===== config.mk =====
export PLATFORM = sky130hd
export DESIGN_NAME = either_edge_detector
export DESIGN_NICKNAME = d
export VERILOG_FILES = /design/src/rtl/edge_lane.sv /design/src/rtl/either_edge_detector.sv
export SDC_FILE = /design/constraint.sdc
export NUM_CORES = 1
export LEC_CHECK = 0
export ABC_CLOCK_PERIOD_IN_PS = 1000
export BUFFER_PORTS_ARGS = -buffer_cell sky130_fd_sc_hd__buf_2
export CAP_MARGIN = 20
export CELL_PAD_IN_SITES_DETAIL_PLACEMENT = 0
export CELL_PAD_IN_SITES_GLOBAL_PLACEMENT = 1
export CORE_AREA = 2 2 39 41
export DETAILED_ROUTE_END_ITERATION = 12
export DIE_AREA = 0 0 41 43
export PLACE_DENSITY = 0.42
export SLEW_MARGIN = 40
export SYNTH_ARGS = -nofsm -noshare
export SYNTH_HDL_FRONTEND = slang
export SYNTH_HIERARCHICAL = 1
export SYNTH_SLANG_ARGS = --single-unit

===== constraint.sdc =====
create_clock -name clk -period 1 [get_ports clk]
set_input_delay 0.1 -clock clk [delete_from_list [all_inputs] [get_ports clk]]
set_output_delay 0.1 -clock clk [all_outputs]
set_load 0.005 [all_outputs]

===== src/rtl/edge_lane.sv =====
// Single-bit any-edge detector lane.
// Optional synchronizer chain, history flop, first-sample arming gate and
// registered rise/fall/detect strobes. Reset is asynchronous, active-low.
module edge_lane #(
    parameter int SYNC_STAGES = 0
) (
    input  logic d,
    input  logic clk,
    input  logic rst,
    output logic detect,
    output logic rise,
    output logic fall
);

    logic s;
    logic prev_reg;
    logic armed_reg;
    logic detect_reg;
    logic rise_reg;
    logic fall_reg;
    logic rise_next;
    logic fall_next;

    generate
        if (SYNC_STAGES == 0) begin : g_nosync
            assign s = d;
        end else begin : g_sync
            logic [SYNC_STAGES-1:0] sync_reg;

            // Shift the raw input through the synchronizer chain
            always_ff @(posedge clk or negedge rst) begin
                if (!rst) begin
                    sync_reg <= '0;
                end else begin
                    for (int i = SYNC_STAGES - 1; i > 0; i--) begin
                        sync_reg[i] <= sync_reg[i-1];
                    end
                    sync_reg[0] <= d;
                end
            end

            assign s = sync_reg[SYNC_STAGES-1];
        end
    endgenerate

    // Edge terms between the current sample and the previous one
    always_comb begin
        rise_next = s & ~prev_reg;
        fall_next = ~s & prev_reg;
    end

    // History, arming and registered strobes; the first sample after reset
    // only loads the history so a level already high is not seen as an edge
    always_ff @(posedge clk or negedge rst) begin
        if (!rst) begin
            prev_reg   <= 1'b0;
            armed_reg  <= 1'b0;
            detect_reg <= 1'b0;
            rise_reg   <= 1'b0;
            fall_reg   <= 1'b0;
        end else begin
            prev_reg  <= s;
            armed_reg <= 1'b1;
            if (armed_reg) begin
                detect_reg <= rise_next | fall_next;
                rise_reg   <= rise_next;
                fall_reg   <= fall_next;
            end else begin
                detect_reg <= 1'b0;
                rise_reg   <= 1'b0;
                fall_reg   <= 1'b0;
            end
        end
    end

    assign detect = detect_reg;
    assign rise   = rise_reg;
    assign fall   = fall_reg;

endmodule


===== src/rtl/either_edge_detector.sv =====
// Multi-bit any-edge detector: WIDTH independent edge_lane instances.
// Produces one-cycle registered detect/rise/fall strobes per bit.
module either_edge_detector #(
    parameter int WIDTH       = 1,
    parameter int SYNC_STAGES = 0
) (
    input  logic [WIDTH-1:0] D,
    input  logic             clk,
    input  logic             rst,
    output logic [WIDTH-1:0] detect,
    output logic [WIDTH-1:0] rise,
    output logic [WIDTH-1:0] fall
);

    genvar gi;
    generate
        for (gi = 0; gi < WIDTH; gi++) begin : g_lane
            edge_lane #(
                .SYNC_STAGES(SYNC_STAGES)
            ) u_lane (
                .d      (D[gi]),
                .clk    (clk),
                .rst    (rst),
                .detect (detect[gi]),
                .rise   (rise[gi]),
                .fall   (fall[gi])
            );
        end
    endgenerate

endmodule


* Yosys cells after proc, flatten, opt, wreduce, memory -nomap -nowiden
Cells that the tools add are included.
** Storage, ports and cells
- Register bits :: 5
- Word-level logic and storage cells :: 13
** Cells by class
- Bitwise gates (word level) :: 5
- Muxes and demuxes :: 3
** Operator list (count)
- $mux 1 :: 3
- $and 1x1->1 :: 2
- $not 1->1 :: 2
- $or 1x1->1 :: 1

* Logic depth before layout (Yosys ltp)
Gate-level depths: netlist of run 1.
- Word-level depth :: 4
- Gate-level depth with buffers :: 3
- Gate-level depth less buffers :: 3

* Worst setup path after synthesis of run 1
Ideal clock, no wire load.
- Kind :: register to register
- Start :: register g_lane[0].u_lane.prev_reg
- End :: register g_lane[0].u_lane.detect_reg
- Library setup time :: 68 ps
- Stages on the path, launching flop included :: 3
- Arrival time :: 752 ps
- Required time :: 932 ps
- Setup slack :: 180 ps
- Period minus slack after synthesis :: 820 ps
- Cells stage by stage :: dfrtp_1 ha_1 nor2b_4
** On the way
- Cells in the longest elaborated chain, start to end :: 4
- Elaborated cells on any way between the ends :: 5
- Classes of those cells :: 1 x mux; 4 x bitwise
** RTL lines
- start, declared :: line edge_lane.sv:16 : logic prev_reg;
- start signal, assigned :: line edge_lane.sv:62 : prev_reg <= s;
- $not 1->1 :: line edge_lane.sv:48 : rise_next = s & ~prev_reg;
- $and 1x1->1 :: line edge_lane.sv:48
- $or 1x1->1 * :: line edge_lane.sv:65 : detect_reg <= rise_next | fall_next;
- $mux 1 * :: line edge_lane.sv:64 : if (armed_reg) begin
- end signal, assigned :: line edge_lane.sv:65
- end, declared :: line edge_lane.sv:18 : logic detect_reg;
Mark *: on every way between the ends. The rest lies on a longest branch, timed or not.

* Final worst setup path of run 1
Same ends and word-level chain as after synthesis.

==> results_dict.tcl, run 1 <==
set metrics [dict create \
    post-route-min-period_ns 0.843 \
    synthDistinctLibCells 6 \
    grt_use_met3 0.0785 \
    grt.busiest_layer "met3" \
    drive_gt1_frac 0.375 \
    drv_cap 0 \
    final_cell_mix "dfrtp_1, buf_2, clkbuf_4" \
    wire_per_inst_um 7.18 \
    vdd_ir_drop_max_uv 571 \
    grt_antenna_before_repair 0 \
    hold_buffers 2 \
    clockBufferDepth 2 \
    clkPwrFrac 0.483 \
    start_util 0.136 \
    fp-row-count 14 \
    rsz0062_at_grt "false" \
    grt_pass1_wl_um 469 \
    die_y_um 43 \
    finalCritPeriodShare 0.843 \
    pwr-share-seq 0.442 \
    fill_cells 152 \
    comb_power_share 0.075 \
    numPortBuffers 5 \
    worstSetupPathType "register to register" \
    syn_avg_cell_area_um2 14.4 \
    ys_seq_elements 5 \
    dieWidth_um 41 \
    switching_share 0.214 \
    io_pins 6 \
    syn_inst 13 \
    cts_tree "done" \
    post_cts_buffers 0 \
    crit_path_end_kind "register" \
    grtUsageMet1 0.0391 \
    yosys_warnings 6 \
    finalClockSkew_ns 0.00405 \
    grt.overflow.total 0 \
    clk_pin_slew_ns 0.05 \
    powerDensity_nw_per_um2 1760 \
    cp.required_ns 1.18 \
    intPower_uw 385 \
    crit_arrival_ns 1.03 \
    drt_iter0_drc 0 \
    timing.setup.tns_ns 0 \
    multi_input_area_um2 55.1 \
    core_area_um2 1380 \
    drc 0 \
    num_vias 122 \
    cp_max_fo 2 \
    die_area_um2 1760 \
    h-tree-depth 1 \
    status "finished, final reports clean" \
    critPathLaunchType "register" \
    postRouteAntennaNets 0 \
    gp_congestion 0.586 \
    cts.repair.resized 0 \
    nNetsFinal 30 \
    grt_pass1_vias 119 \
    clock-root-buffer "clkbuf_4" \
    finalMaxSlewViolations 0 \
    area_delta_synth_final_pct 48.7 \
    clock_latency_ns 0.24 \
    viasPerCell 3.05 \
    p_leak_uw 0.000152 \
    hold_viol 0 \
    grt_usage 0.0524 \
    drtPass1Iterations 1 \
    seq_area_um2 125 \
    grt_max_degree 6 \
    fin_ws_ns 0.158 \
    cts_buffers 3 \
    hp-class "input port to async pin" \
    switchingPower_uw 105 \
    pre_cts_ws_ns 0.160 \
    max_freq_ghz 1.19 \
    grt_use_met2 0.0500 \
    syn-cell-area_um2 188 \
    antenna_cells 0 \
    clock_sinks 5 \
    synth.net_count 18 \
    wl_um 287 \
    setup_viol 0 \
    ys_seq_area_frac 0.667 \
]
cells in the mapped netlist:
cell / number / area, µm²
dfrtp_1: 5 / 125
and2_1: 2 / 12.5
ha_1: 2 / 25.0
inv_1: 2 / 7.51
conb_1: 1 / 3.75
nor2b_4: 1 / 13.8
power groups by stage:
stage	logic, µW	registers (µW)	clock network (µW)
3_3_place_gp	31.1	220	0
3_5_place_dp	31.8	220	0
5_1_grt	43.0	217	268
2_1_floorplan	14.6	221	0
6_report	36.9	217	237
4_1_cts	37.8	217	250
through the flow:
stage | instances | power, µW | utilization | hold slack [ns] | area, µm²
after floorplan | 13 | 235 | - | -0.196 | 188
after global placement | 34 | 251 | 0.168 | -0.0829 | 233
after detailed placement | 34 | 252 | 0.168 | -0.0790 | 233
after CTS | 40 | 504 | 0.202 | 0.203 | 279
after global routing | 40 | 528 | 0.202 | 0.213 | 279
final | 40 | 490 | 0.202 | 0.208 | 279
cells by family after synthesis:
kind of cell             count (synthesis)  share of synthesized area
flip-flops                               5                      0.667
AND/OR/NAND/NOR                          3                      0.140
buffers and inverters                    2                     0.0400
adder cells (fa/ha/maj)                  2                      0.133
other                                    1                     0.0200
per-layer routing:
layer	up-vias	wire length [µm]	share of wire
met4	0	8	0.028
li1	58	-	-
met1	54	113	0.39
met3	2	55	0.19
met5	-	0	0
met2	8	110	0.38
final cells by class:
class / count / area share
Sequential cell: 5 / 0.448
Multi-Input combinational cell: 6 / 0.197
Timing Repair Buffer: 7 / 0.161
Clock buffer: 4 / 0.0942
Tap cell: 16 / 0.0717
Inverter: 2 / 0.0269
worst paths after layout:
check	slack [ns]	cells after the start	start	end
worst min-delay path	0.21	2	rst	g_lane[0].u_lane/detect
max in group asynchronous	0.66	2	rst	g_lane[0].u_lane/prev_reg
worst max register to register	0.16	2	g_lane[0].u_lane/prev_reg	g_lane[0].u_lane/detect
worst min register to register	0.50	1	g_lane[0].u_lane/armed_reg	g_lane[0].u_lane/rise
worst max-delay path	0.16	2	g_lane[0].u_lane/prev_reg	g_lane[0].u_lane/detect
min in group clk	0.22	3	D	g_lane[0].u_lane/rise
critical path, stage by stage, from the launching register on:
cell and delay [ns]:
dfrtp_1 0.37, ha_1 0.31, nor2b_4 0.10
Note: power is estimated with default switching activity, not from simulation.
==> run 2: changes to the inputs <==
Settings changed: ABC_CLOCK_PERIOD_IN_PS 1000 to 800.
Clock period 1 ns to 0.8 ns, I/O delays scaled along.
==> run 2 against run 1 <==
Clock-buffer cell count stayed put; largest cell class unchanged; utilization up 0.72 points; critical path type unchanged; via count did not move; the flow now finishes with violations (hold timing, setup timing); first-iteration DRC count unchanged; power up 25%; clock power is 22% higher; maximum frequency is 2.2% higher; hold slack lost 0.22 ns.
==> results_dict.tcl, run 2 (same netlist as run 1, synthesis figures left out) <==
set metrics [dict create \
    dieWidth_um 41 \
    dp_hpwl_um 241 \
    setup_viol 2 \
    finalMaxSlewViolations 0 \
    worstSetupPathType "register to register" \
    ff2ff_path_depth 3 \
    crit_path_end_kind "register" \
    cts_tree "done" \
    h-tree-depth 1 \
    r2r_end "g_lane[0].u_lane/rise" \
    cp-endpoint "g_lane[0].u_lane/rise" \
    status "finished with violations" \
    clk_pin_slew_ns 0.04 \
    antenna_cells 0 \
    fp-row-count 14 \
    hold_buffers 1 \
    clock_sinks 5 \
    drc 0 \
    core_area_um2 1380 \
    seq_area_um2 125 \
    postRouteAntennaNets 0 \
    hp-class "input port to register" \
    grt_pass1_wl_um 462 \
    worstReg2RegStart "g_lane[0].u_lane/prev_reg" \
    p_leak_uw 0.000149 \
    finalClockSkew_ns 0.00328 \
    clock_latency_ns 0.24 \
    die_y_um 43 \
    final_cell_mix "dfrtp_1, buf_2, clkbuf_4" \
    critPathLaunchType "register" \
    drt_iter0_drc 0 \
    start_util 0.136 \
    gp_congestion 0.582 \
    wl_um 290 \
    drv_cap 0 \
    cts_buffers 3 \
    clockBufferDepth 2 \
    area_delta_synth_final_pct 54.0 \
    rsz0062_at_grt "true" \
    max_freq_ghz 1.21 \
    multi_input_area_um2 75.1 \
    fin_hold_ws_ns -0.0110 \
    cp.required_ns 0.93 \
    reg2reg_slack_ns -0.02 \
    power.total_uw 615 \
    grt_pass1_vias 132 \
    drive_gt1_frac 0.565 \
    hold_viol 1 \
    powerDensity_nw_per_um2 2130 \
    wire_per_inst_um 7.44 \
    fin_ws_ns -0.0240 \
    finalCritPeriodShare 1.03 \
    io_pins 6 \
    crit_start "g_lane[0].u_lane/prev_reg" \
    post-route-min-period_ns 0.824 \
    viasPerCell 3.13 \
    cp_max_fo 2 \
    placed_area_um2 245 \
    numPortBuffers 5 \
    grt.overflow.total 0 \
    grt_usage 0.0504 \
    grt_max_degree 6 \
    violations "hold timing, setup timing" \
    crit_arrival_ns 0.96 \
    grt_antenna_before_repair 0 \
    clock-root-buffer "clkbuf_4" \
    die_area_um2 1760 \
    fin_area_um2 289 \
    fill_cells 152 \
    drtPass1Iterations 1 \
    vdd_ir_drop_max_uv 826 \
    nNetsFinal 29 \
    num_vias 122 \
]
## run 2: cell types whose count changed in the layout (fill, tap and decap cells not counted), sizes merged
cell	change
dlygate4sd3	-1
## run 2: cell type report
| type | instances | area share |
|---|---|---|
| tap | 16 | 0.0693 |
| clock buffer | 4 | 0.0909 |
| timing repair buffer | 6 | 0.121 |
| inverter | 2 | 0.0260 |
| sequential | 5 | 0.433 |
| multi-input combinational | 6 | 0.260 |
## run 2: routing by layer
layer | up-vias | GRT usage | wire length (µm)
li1 | 58 | - | -
met1 | 56 | 0.0326 | 105
met2 | 8 | 0.0594 | 134
met3 | 0 | 0.0785 | 51
met4 | 0 | 0.0400 | 0
met5 | - | 0 | 0
## run 2: worst max-delay path: stages, from the launching register on
cell     delay [ns]
dfrtp_1        0.38
inv_1          0.06
ha_2           0.16
and2_4         0.12
## run 2: what timing repair did
| action | CTS | global route |
|---|---|---|
| gates resized for setup | 2 | 1 |
| pin swaps | 1 | 0 |
| hold endpoints to repair | 6 | 1 |
| cloned | 0 | 0 |
| setup endpoints to repair | 4 | 6 |
| buffers inserted | 0 | 0 |
## run 2: worst min path at each step
| stage | startpoint | end | slack [ns] | cells past startpoint |
|---|---|---|---|---|
| 5_1_grt | D | g_lane[0].u_lane/prev_reg | -0.02 | 1 |
| 2_1_floorplan | rst | g_lane[0].u_lane/armed_reg | -0.22 | 0 |
| 6_report | D | g_lane[0].u_lane/prev_reg | -0.01 | 1 |
| 3_3_place_gp | rst | g_lane[0].u_lane/rise | -0.10 | 1 |
| 3_5_place_dp | rst | g_lane[0].u_lane/rise | -0.1 | 1 |
| 4_1_cts | D | g_lane[0].u_lane/prev_reg | -0.02 | 1 |
## run 2: power by group
group | switching, µW | total (µW) | internal (µW) | leakage [µW]
combinational | 21.6 | 52.1 | 30.5 | 0.0000713
clock | 101 | 290 | 188 | 0.0000150
sequential | 6.13 | 273 | 267 | 0.0000631
total | 129 | 615 | 486 | 0.000149
## run 2: per-stage QoR
step / std cells / worst slack (ns) / hold WS (ns) / TNS [ns] / util
after detailed placement: 34 / -0.0510 / -0.0970 / -0.0882 / 0.177
after floorplan: 13 / -0.00133 / -0.216 / -0.00133 / -
after global placement: 34 / -0.0181 / -0.101 / -0.0310 / 0.177
after CTS: 39 / -0.0382 / -0.0155 / -0.0730 / 0.207
final: 39 / -0.0240 / -0.0110 / -0.0463 / 0.209
after global routing: 39 / -0.0715 / -0.0201 / -0.183 / 0.209
==> run 3: changes to the inputs <==
Settings changed: CELL_PAD_IN_SITES_DETAIL_PLACEMENT 0 to 1.
==> run 3 against run 2 <==
Combinational power rose by 7.5%; the flow finishes with violations (setup timing); clock power is essentially flat; routed wire length increased by 12%; non-clock buffer count increased by 1; critical path depth is 1 lower; die area did not move; power rose by 1.0%; critical endpoint is now g_lane[0].u_lane/detect.
==> results_dict.tcl, run 3 (same netlist as run 1, synthesis figures left out) <==
set metrics [dict create \
    setup_viol 2 \
    hold_viol 0 \
    core_area_um2 1380 \
    post_cts_buffers 0 \
    post-route-min-period_ns 0.835 \
    drv_cap 0 \
    intPower_uw 489 \
    pwr-share-seq 0.441 \
    finalClockSkew_ns 0.00560 \
    grt_pass1_vias 133 \
    reg2reg_slack_ns -0.03 \
    grt_usage 0.0536 \
    clockBufferDepth 2 \
    area_delta_synth_final_pct 59.3 \
    grt_pass1_wl_um 503 \
    violations "setup timing" \
    antenna_cells 0 \
    cts_buffers 3 \
    critPathLaunchType "register" \
    hp-class "input port to async pin" \
    clkPwrFrac 0.469 \
    finalMaxSlewViolations 0 \
    r2r_end "g_lane[0].u_lane/detect" \
    grt_antenna_before_repair 0 \
    gp_congestion 0.582 \
    fill_cells 155 \
    num_vias 130 \
    die_y_um 43 \
    finalCritPeriodShare 1.04 \
    wl_um 324 \
    instances_no_fill 40 \
    seq_area_um2 125 \
    postRouteAntennaNets 0 \
    clock_latency_ns 0.24 \
    pre_cts_ws_ns -0.0557 \
    switching_share 0.213 \
    powerDensity_nw_per_um2 2080 \
    drtPass1Iterations 2 \
    drive_gt1_frac 0.583 \
    cp.required_ns 0.94 \
    crit_path_end_kind "register" \
    io_pins 6 \
    p_leak_uw 0.000152 \
    timing.setup.tns_ns -0.0681 \
    die_area_um2 1760 \
    clk_pin_slew_ns 0.04 \
    drt_iter0_drc 5 \
    vdd_ir_drop_max_uv 637 \
    ff2ff_path_depth 2 \
    clock_sinks 5 \
    max_freq_ghz 1.20 \
    comb_power_share 0.090 \
    final_cell_mix "dfrtp_1, buf_2, clkbuf_4" \
    fin_ws_ns -0.0349 \
    crit_arrival_ns 0.97 \
    dieWidth_um 41 \
    multi_input_area_um2 75.1 \
    power.total_uw 621 \
    wire_per_inst_um 8.10 \
    worstSetupPathType "register to register" \
    drc 0 \
    start_util 0.136 \
    cts_tree "done" \
    fp-row-count 14 \
    rsz0062_at_grt "true" \
    cp_max_fo 2 \
    h-tree-depth 1 \
    placed_area_um2 245 \
    viasPerCell 3.25 \
    worstReg2RegStart "g_lane[0].u_lane/prev_reg" \
    numPlacedInstances 34 \
    numPortBuffers 5 \
    clock-root-buffer "clkbuf_4" \
    switchingPower_uw 132 \
    nNetsFinal 30 \
    fin_area_um2 299 \
    grt.overflow.total 0 \
    status "finished with violations" \
    grt_max_degree 6 \
]
==> run 3: worst max path at each step <==
stage,from,to,slack (ns),depth (start not counted)
2_1_floorplan,g_lane[0].u_lane/prev_reg,g_lane[0].u_lane/detect,-0.001,2
3_3_place_gp,g_lane[0].u_lane/prev_reg,g_lane[0].u_lane/rise,-0.02,3
3_5_place_dp,g_lane[0].u_lane/prev_reg,g_lane[0].u_lane/rise,-0.06,3
4_1_cts,g_lane[0].u_lane/prev_reg,g_lane[0].u_lane/rise,-0.04,3
5_1_grt,g_lane[0].u_lane/prev_reg,g_lane[0].u_lane/rise,-0.07,3
6_report,g_lane[0].u_lane/prev_reg,g_lane[0].u_lane/detect,-0.03,2
==> run 3: per-layer routing <==
metal,track usage,up-vias,wire length (µm)
met2,0.0625,9,147
li1,-,58,-
met4,0.0400,0,9
met1,0.0395,61,99
met5,0,-,0
met3,0.0785,2,68
==> run 3: worst max-delay path, stage by stage, from the launching register on <==
cell and delay (ns):
dfrtp_1 0.41, ha_4 0.29, nor2b_4 0.03
==> run 3: metrics by stage <==
| step | utilization | hold WS, ns |
|---|---|---|
| 2_1_floorplan | - | -0.216 |
| 3_3_place_gp | 0.177 | -0.101 |
| 3_5_place_dp | 0.177 | -0.0968 |
| 4_1_cts | 0.207 | -0.0186 |
| 5_1_grt | 0.216 | 0.201 |
| 6_report | 0.216 | 0.179 |
==> run 3: power by group through the flow <==
stage / clock (µW) / sequential [µW] / combinational (µW)
final: 291 / 274 / 56.0
after global routing: 320 / 274 / 64.3
after CTS: 308 / 273 / 52.7
after detailed placement: 0 / 277 / 46.6
after global placement: 0 / 276 / 44.6
after floorplan: 0 / 277 / 23.1
==> run 3: final cells by class <==
cell class              instances  share of cell area
clock buffers                   4              0.0879
inverters                       2              0.0251
multi-input cells               6               0.251
flip-flops and latches          5               0.418
well taps                      16              0.0669
repair buffers                  7               0.151
==> run 3: timing repair <==
item | CTS | global route
cloned | 0 | 0
endpoints found under the hold margin | 6 | 1
pin swaps | 1 | 1
hold buffers | 1 | 1
setup endpoints to repair | 6 | 6
resized for setup | 2 | 2
